[config.mk]
export PLATFORM = sky130hd
export DESIGN_NAME = sha_digest_writer
export DESIGN_NICKNAME = d
export VERILOG_FILES = /design/src/rtl/sha_digest_writer.sv
export SDC_FILE = /design/constraint.sdc
export NUM_CORES = 1
export LEC_CHECK = 0
export BUFFER_PORTS_ARGS = -buffer_cell sky130_fd_sc_hd__buf_4
export CAP_MARGIN = 10
export CORE_AREA = 2 2 467 469
export DETAILED_ROUTE_END_ITERATION = 16
export DIE_AREA = 0 0 469 471
export GPL_ROUTABILITY_DRIVEN = 0
export GPL_TIMING_DRIVEN = 0
export PLACE_DENSITY = 0.54
export SYNTH_ARGS = -nofsm -noshare
export SYNTH_HDL_FRONTEND = slang
export SYNTH_SLANG_ARGS = --single-unit
[constraint.sdc]
create_clock -name clk -period 15.7 [get_ports clk]
set_input_delay 1.57 -clock clk [delete_from_list [all_inputs] [get_ports clk]]
set_output_delay 1.57 -clock clk [all_outputs]
set_load 0.1 [all_outputs]
[src/rtl/sha_digest_writer.sv]
// SHA-256 digest writer: queues {hash, chunk count} records and writes each
// to host memory as a single 512-bit AXI4 beat at consecutive 64-byte slots.
module sha_digest_writer #(
  parameter logic [15:0] AXI_ID    = 16'h0001,
  parameter int          LOG_DEPTH = 2
) (
  input  logic         clk,
  input  logic         rst_n,
  input  logic         dig_valid,
  output logic         dig_ready,
  input  logic [255:0] dig_hash,
  input  logic [63:0]  dig_words,
  input  logic         cfg_load,
  input  logic [63:0]  cfg_base,
  output logic [15:0]  awid_m,
  output logic [63:0]  awaddr_m,
  output logic [7:0]   awlen_m,
  output logic [2:0]   awsize_m,
  output logic         awvalid_m,
  input  logic         awready_m,
  output logic [511:0] wdata_m,
  output logic [63:0]  wstrb_m,
  output logic         wlast_m,
  output logic         wvalid_m,
  input  logic         wready_m,
  input  logic [15:0]  bid_m,
  input  logic [1:0]   bresp_m,
  input  logic         bvalid_m,
  output logic         bready_m,
  output logic [63:0]  done_count,
  output logic [63:0]  err_count,
  output logic         busy
);
  localparam int DEPTH = 1 << LOG_DEPTH;
  localparam int EW    = 320;
  localparam logic [LOG_DEPTH-1:0] PTR_ONE  = 1;
  localparam logic [LOG_DEPTH:0]   CNT_ONE  = 1;
  localparam logic [LOG_DEPTH:0]   CNT_FULL = (LOG_DEPTH+1)'(DEPTH);

  localparam logic [1:0] S_IDLE   = 2'd0;
  localparam logic [1:0] S_ISSUE  = 2'd1;
  localparam logic [1:0] S_WAIT_B = 2'd2;

  logic [EW-1:0]        mem_q [DEPTH];
  logic [LOG_DEPTH-1:0] wptr_q, rptr_q;
  logic [LOG_DEPTH:0]   cnt_q, cnt_d;
  logic                 full_q;
  logic                 push, pop;

  logic [1:0]  state_q, state_d;
  logic        awvalid_q, awvalid_d, wvalid_q, wvalid_d;
  logic        aw_done_q, aw_done_d, w_done_q, w_done_d;
  logic        aw_hs, w_hs, cfg_take;

  logic [63:0] base_q, done_q, err_q;
  logic [57:0] idx_q;

  // Entries are stored in beat order so the head maps straight onto wdata.
  assign push = dig_valid && !full_q;
  assign pop  = (state_q == S_WAIT_B) && bvalid_m;

  always_comb begin
    cnt_d = cnt_q;
    if (push && !pop)      cnt_d = cnt_q + CNT_ONE;
    else if (!push && pop) cnt_d = cnt_q - CNT_ONE;
  end

  always_ff @(posedge clk) begin
    if (push) mem_q[wptr_q] <= {dig_words, dig_hash};
  end

  always_ff @(posedge clk or negedge rst_n) begin
    if (!rst_n) begin
      wptr_q <= '0;
      rptr_q <= '0;
      cnt_q  <= '0;
      full_q <= 1'b0;
    end else begin
      if (push) wptr_q <= wptr_q + PTR_ONE;
      if (pop)  rptr_q <= rptr_q + PTR_ONE;
      cnt_q  <= cnt_d;
      full_q <= (cnt_d == CNT_FULL);
    end
  end

  assign aw_hs = awvalid_q && awready_m;
  assign w_hs  = wvalid_q && wready_m;

  always_comb begin
    state_d   = state_q;
    awvalid_d = awvalid_q;
    wvalid_d  = wvalid_q;
    aw_done_d = aw_done_q;
    w_done_d  = w_done_q;
    case (state_q)
      S_IDLE: begin
        if (cnt_q != '0) begin
          state_d   = S_ISSUE;
          awvalid_d = 1'b1;
          wvalid_d  = 1'b1;
          aw_done_d = 1'b0;
          w_done_d  = 1'b0;
        end
      end
      S_ISSUE: begin
        // AW and W complete independently; leave only once both have.
        if (aw_hs) begin
          awvalid_d = 1'b0;
          aw_done_d = 1'b1;
        end
        if (w_hs) begin
          wvalid_d = 1'b0;
          w_done_d = 1'b1;
        end
        if ((aw_done_q || aw_hs) && (w_done_q || w_hs)) state_d = S_WAIT_B;
      end
      S_WAIT_B: begin
        if (bvalid_m) state_d = S_IDLE;
      end
      default: state_d = S_IDLE;
    endcase
  end

  always_ff @(posedge clk or negedge rst_n) begin
    if (!rst_n) begin
      state_q   <= S_IDLE;
      awvalid_q <= 1'b0;
      wvalid_q  <= 1'b0;
      aw_done_q <= 1'b0;
      w_done_q  <= 1'b0;
    end else begin
      state_q   <= state_d;
      awvalid_q <= awvalid_d;
      wvalid_q  <= wvalid_d;
      aw_done_q <= aw_done_d;
      w_done_q  <= w_done_d;
    end
  end

  // Reconfiguration only while fully idle, so no B response can race it.
  assign cfg_take = cfg_load && !busy;

  always_ff @(posedge clk or negedge rst_n) begin
    if (!rst_n) begin
      base_q <= '0;
      idx_q  <= '0;
      done_q <= '0;
      err_q  <= '0;
    end else if (cfg_take) begin
      base_q <= cfg_base;
      idx_q  <= '0;
      done_q <= '0;
      err_q  <= '0;
    end else if (pop) begin
      idx_q  <= idx_q + 58'd1;
      done_q <= done_q + 64'd1;
      err_q  <= err_q + {63'd0, |bresp_m};
    end
  end

  assign dig_ready  = !full_q;
  assign busy       = (cnt_q != '0) || (state_q != S_IDLE);
  assign awid_m     = AXI_ID;
  assign awaddr_m   = {base_q[63:6], 6'b0} + {idx_q, 6'b0};
  assign awlen_m    = 8'd0;
  assign awsize_m   = 3'b110;
  assign awvalid_m  = awvalid_q;
  assign wdata_m    = {192'd0, mem_q[rptr_q]};
  assign wstrb_m    = '1;
  assign wlast_m    = 1'b1;
  assign wvalid_m   = wvalid_q;
  assign bready_m   = (state_q == S_WAIT_B);
  assign done_count = done_q;
  assign err_count  = err_q;

  logic unused_ok;
  assign unused_ok = ^bid_m;
endmodule
* Word-level counts from Yosys, hierarchy flattened *
Memory sizes are Yosys's and may differ from the RTL's.
Cells that the tools add are included.

word-level totals
  bits in registers = 264
  bits in latches = 0
  bits in writable memories = 1,280
  ROM bits = 0
  input port bits = 409
  output and inout bits = 801
  word-level logic and storage cells = 78
  memories = 1

cells by class
  add/subtract/negate cells = 8
  multiply operators = 0
  div/mod/pow operators = 0
  order comparisons = 0
  equal/unequal tests = 8
  shifts and indexed selects = 0
  multiplexer cells = 24
  bitwise logic cells = 0
  reduce and logical (&&, ||, !) cells = 24

memories
  name   words  bits a word  rd ports  clocked after Yosys merged registers in  write ports  line  source
  mem_q  4      320          1         0                                        1            44    logic [EW-1:0] mem_q [DEPTH];

operators by type and width
  cell                                                                 count
  64-bit two-way mux                                                   4
  58-bit two-way mux                                                   2
  64-bit by 1-bit adder with 64-bit output                             1
  64-bit by 1-bit adder with 64-bit output (second input constant)     1
  64-bit adder                                                         1
  58-bit by 1-bit adder with 58-bit output (second input constant)     1
  2-bit != test (second input constant)                                5
  3-bit AND reduction                                                  3
  1-bit logical AND                                                    8
  1-bit two-way mux                                                    8
  1-bit case mux with 2 select lines                                   4
  2-bit two-way mux                                                    3
  3-bit two-way mux                                                    2
  2-bit case mux with 3 select lines                                   1
  2-bit nonzero test                                                   3
  2-bit by 1-bit adder with 2-bit output (second input constant)       2
  1-bit zero test                                                      4
  3-bit by 1-bit adder with 3-bit output (second input constant)       1
  3-bit == test (second input constant)                                1
  1-bit logical OR                                                     3
  3-bit nonzero test                                                   1
  3-bit by 1-bit subtractor with 3-bit output (second input constant)  1
  2-bit by 1-bit == test with 1-bit output (second input constant)     1
  2-bit == test (second input constant)                                1
  2 further kinds                                                      2

* Logic depth before layout (Yosys ltp) *
  depth after elaboration = 7
  depth in mapped cells = 13
  gate-level depth less buffers = 13

* Worst setup path before layout *
OpenSTA, ideal clock, no wires.

  path type = input-to-reg
  from = input dig_valid
  to = memory mem_q[0][0], enable pin
  setup time = 0.723 ns
  arrival time = 9.229 ns
  required time = 14.977 ns
  setup slack = 5.748 ns
  cell stages on the path = 3
  buffers on the path = 1
  cells stage by stage = nor2b_1 clkbuf_1 and2_1

between the ends
  cells in the longest elaborated chain, start to end = 3

ends and longest elaborated chain
  item                                     line  source
  start: declaration                       9     input logic dig_valid,
  1-bit logical AND                        59    assign push = dig_valid && !full_q;
  1-bit two-way mux                        69    if (push) mem_q[wptr_q] <= {dig_words, dig_hash};
  1-bit two-way mux (implied by the code)  69
  end: declaration                         44

No other way between the ends.

* Final worst setup path *
  from = register idx_q[0]
  to = output awaddr_m[60]

between the ends
  cells in the longest elaborated chain, start to end = 1

ends and longest elaborated chain
  item                      line  source
  start: declaration        56    logic [57:0] idx_q;
  start signal: assignment  155   idx_q <= idx_q + 58'd1;
  64-bit adder              164   assign awaddr_m = {base_q[63:6], 6'b0} + {idx_q, 6'b0};
  end: declaration          16    output logic [63:0] awaddr_m,

No other way between the ends.

==> results.json <==
{
  "hpwl_um": 137000,
  "drt-met1-wl_um": 68800,
  "setup_viol": 0,
  "critical_path.top_delay_family": "compound AO/OA/AOI/OAI gates",
  "synth_edf_count": 1280,
  "cpPeakStageDelay_ps": 470,
  "slew_headroom_pct": 23.0,
  "seq_area_frac_synth_pct": 70.9,
  "tightest_slew_ps": 1150,
  "cts_buffer_depth": 3,
  "yosys.area_share.simple_pct": 5.24,
  "crit_fanout": 4,
  "rows": 171,
  "post-route-min-period_ps": 6320,
  "clockRootBuffer": "clkbuf_16",
  "drc": 0,
  "grt_pass1_wl_um": 260000,
  "yosys_warnings": 0,
  "initial_utilization_pct": 29.3,
  "slowest_stage": "dfrtp_1",
  "routed_wl_um": 184000,
  "cp_common_cell": "o21ai_1",
  "worstSetupPathType": "flip-flop to output pin",
  "htreeDepth": 4,
  "cap_viol_max_count": 0,
  "synthFlopType": "edfxtp_1",
  "pre_cts_ws_ps": 10190,
  "worstPathCellList": "ha_1, inv_1, fa_1, nand2b_1, a21oi_1, a31oi_1, o21ai_1, a211o_1, o21ai_1, o21ai_1, a31oi_1, o31ai_1, xor2_1, buf_4",
  "routedWlPerCell_um": 23.1,
  "cp-start-kind": "flip-flop",
  "grt_pass1_vias": 36200,
  "finClkSkew_ps": 83.6,
  "clkSinkCount": 1538,
  "cts_tree": "done",
  "final-hold-violation-count": 0,
  "place_area_um2": 75500,
  "worstPathArrival_ps": 4750,
  "register_area_um2": 44900,
  "wl_met2_um": 91300,
  "syn2layout_area_growth_pct": 28.3,
  "grt_max_degree": 95,
  "synthArstFlopShare_pct": 16.8,
  "antenna_found_initial": 50,
  "synth_area_um2": 63300,
  "synth_top_family_by_area": "multiplexers",
  "fill_cells": 20200,
  "viasPerCell": 4.48,
  "grt.total_usage_pct": 16.3,
  "drtIter0Drc": 2512,
  "antenna_left": 0,
  "routed.top_layer": "met5",
  "dp.cells": 7659,
  "io-pin-count": 1210,
  "min_path_type": "flip-flop to flip-flop",
  "core_um2": 216000,
  "synthMuxAreaShare_pct": 12.4,
  "vdd_drop_max_mv": 0.221,
  "synth_xor_area_share_pct": 2.93,
  "finalNonFillerCells": 7986,
  "path_buf_inv": 2,
  "final_nets": 5456,
  "die_h_um": 471,
  "worstSkewPairLatency_ps": 860,
  "required_ps": 14130,
  "syn_inst": 3589,
  "finalMaxSlewViolations": 0,
  "clk_pin_slew_ps": 60,
  "die_w_um": 469,
  "post_cts_resized": 0,
  "synth_compound_area_share_pct": 2.65,
  "power_density_nw_per_um2": 226,
  "drive_gt1_share_pct": 37.2,
  "grt_overflow_total": 0,
  "cts_made_buffers": 170,
  "endpoint_kind": "output pin",
  "final_cell_area_um2": 81200,
  "period_share_pct": 40.2,
  "p_leak_uw": 0.0309,
  "yosysUniqueCellTypes": 75,
  "cts_hold_buf": 0,
  "met3WireLength_um": 18400,
  "dr.pass1.iters": 5,
  "status": "completed",
  "setup_slack_ps": 9380,
  "cts_setup_buffers": 0,
  "vias": 35800,
  "avgSynthCellArea_um2": 17.6,
  "dieArea_um2": 221000,
  "synthAdderAreaFrac_pct": 1.38,
  "multi_input_area_um2": 16700,
  "ys_ff_latch": 1538,
  "grt_setup_unrepaired": "no",
  "io_buffers": 897,
  "fmax_mhz": 158
}
-- worst paths after layout --
path                            startpoint      endpoint  slack (ps)  cells after the start
max in group asynchronous            rst_n      idx_q[9]       13520                      3
min in group asynchronous            rst_n    base_q[61]         790                      1
worst max-delay path              idx_q[0]  awaddr_m[60]        9380                     14
worst min register to register  base_q[11]    base_q[11]         510                      1
worst max register to register    cnt_q[1]      idx_q[4]       11700                      8
worst min-delay path            base_q[11]    base_q[11]         510                      1
-- synthesized netlist by cell type (16+ instances only) --
library cell / instances / share of area, %
edfxtp_1: 1280 / 61
mux4_2: 320 / 11
buf_4: 292 / 3.5
dfrtp_1: 258 / 10
nor2_1: 212 / 1.3
nand2_1: 147 / 0.87
xor2_1: 135 / 1.9
a21oi_1: 104 / 0.82
xnor2_1: 77 / 1.1
nand3_1: 73 / 0.58
ha_1: 68 / 1.3
o21ai_0: 67 / 0.53
clkbuf_1: 65 / 0.39
mux2_2: 57 / 1.0
buf_1: 47 / 0.28
nand4_1: 47 / 0.46
and3_1: 38 / 0.38
inv_1: 38 / 0.23
or3_1: 36 / 0.36
a21o_1: 35 / 0.42
o21bai_1: 18 / 0.21
a31oi_1: 16 / 0.16
and4_1: 16 / 0.22
nor3_1: 16 / 0.13
-- sequential cells by signal (all words and copies together), names as in the netlist --
register and cells:
w_done_q 1, idx_q 58, wptr_q 2, cnt_q 3, mem_q 1280, full_q 1, awvalid_m 1, base_q 58
aw_done_q 1, wvalid_m 1, rptr_q 2, err_count 64, done_count 64, state_q 2
-- power by group --
group,internal [uW],switching (uW)
clock,2250,1710
sequential,5210,187
combinational,2020,7000
total,9480,8900
-- cell type report --
cell class	count	area share, %
diodes	13	0.0400
plain buffers	416	3.31
clock buffers	212	5.55
clock inverters	101	1.41
inverters	38	0.176
multi-input cells	1885	20.5
flip-flops and latches	1538	55.3
well taps	2854	4.40
repair buffers	929	9.34
-- cell families after synthesis --
group	Yosys count
simple gates	660
buf+inv	454
fa+ha+maj	69
other cells	2
xor+xnor	212
compound gates	277
flops	1538
mux	377
-- cells in the final DEF, fill, tap and decap left out, types with 73 or more instances in the layout --
| cell type | count |
|---|---|
| xor2_1 | 135 |
| nand3_1 | 73 |
| mux4_2 | 320 |
| nand2_1 | 147 |
| nor2_1 | 212 |
| conb_1 | 290 |
| dfrtp_1 | 258 |
| a21oi_1 | 104 |
| xnor2_1 | 77 |
| clkbuf_16 | 170 |
| edfxtp_1 | 1280 |
| buf_4 | 1188 |
| clkbuf_1 | 96 |
-- through the flow --
step           total power, uW  TNS (ps)  util [%]  hold slack, ps
2_1_floorplan            12500         0         -             460
3_3_place_gp             15000  -2102980      34.6             496
3_5_place_dp             14600         0      35.0             503
4_1_cts                  18600         0      37.6             519
5_1_grt                  19000         0      37.6             535
6_report                 18400         0      37.6             514
-- routing by layer --
layer | GRT usage, % | vias to the layer above
met5 | 0 | -
met4 | 5.40 | 56
met3 | 6.80 | 298
met2 | 27.4 | 1193
met1 | 18.6 | 18100
li1 | - | 16100
(Power assumes the default switching activity.)
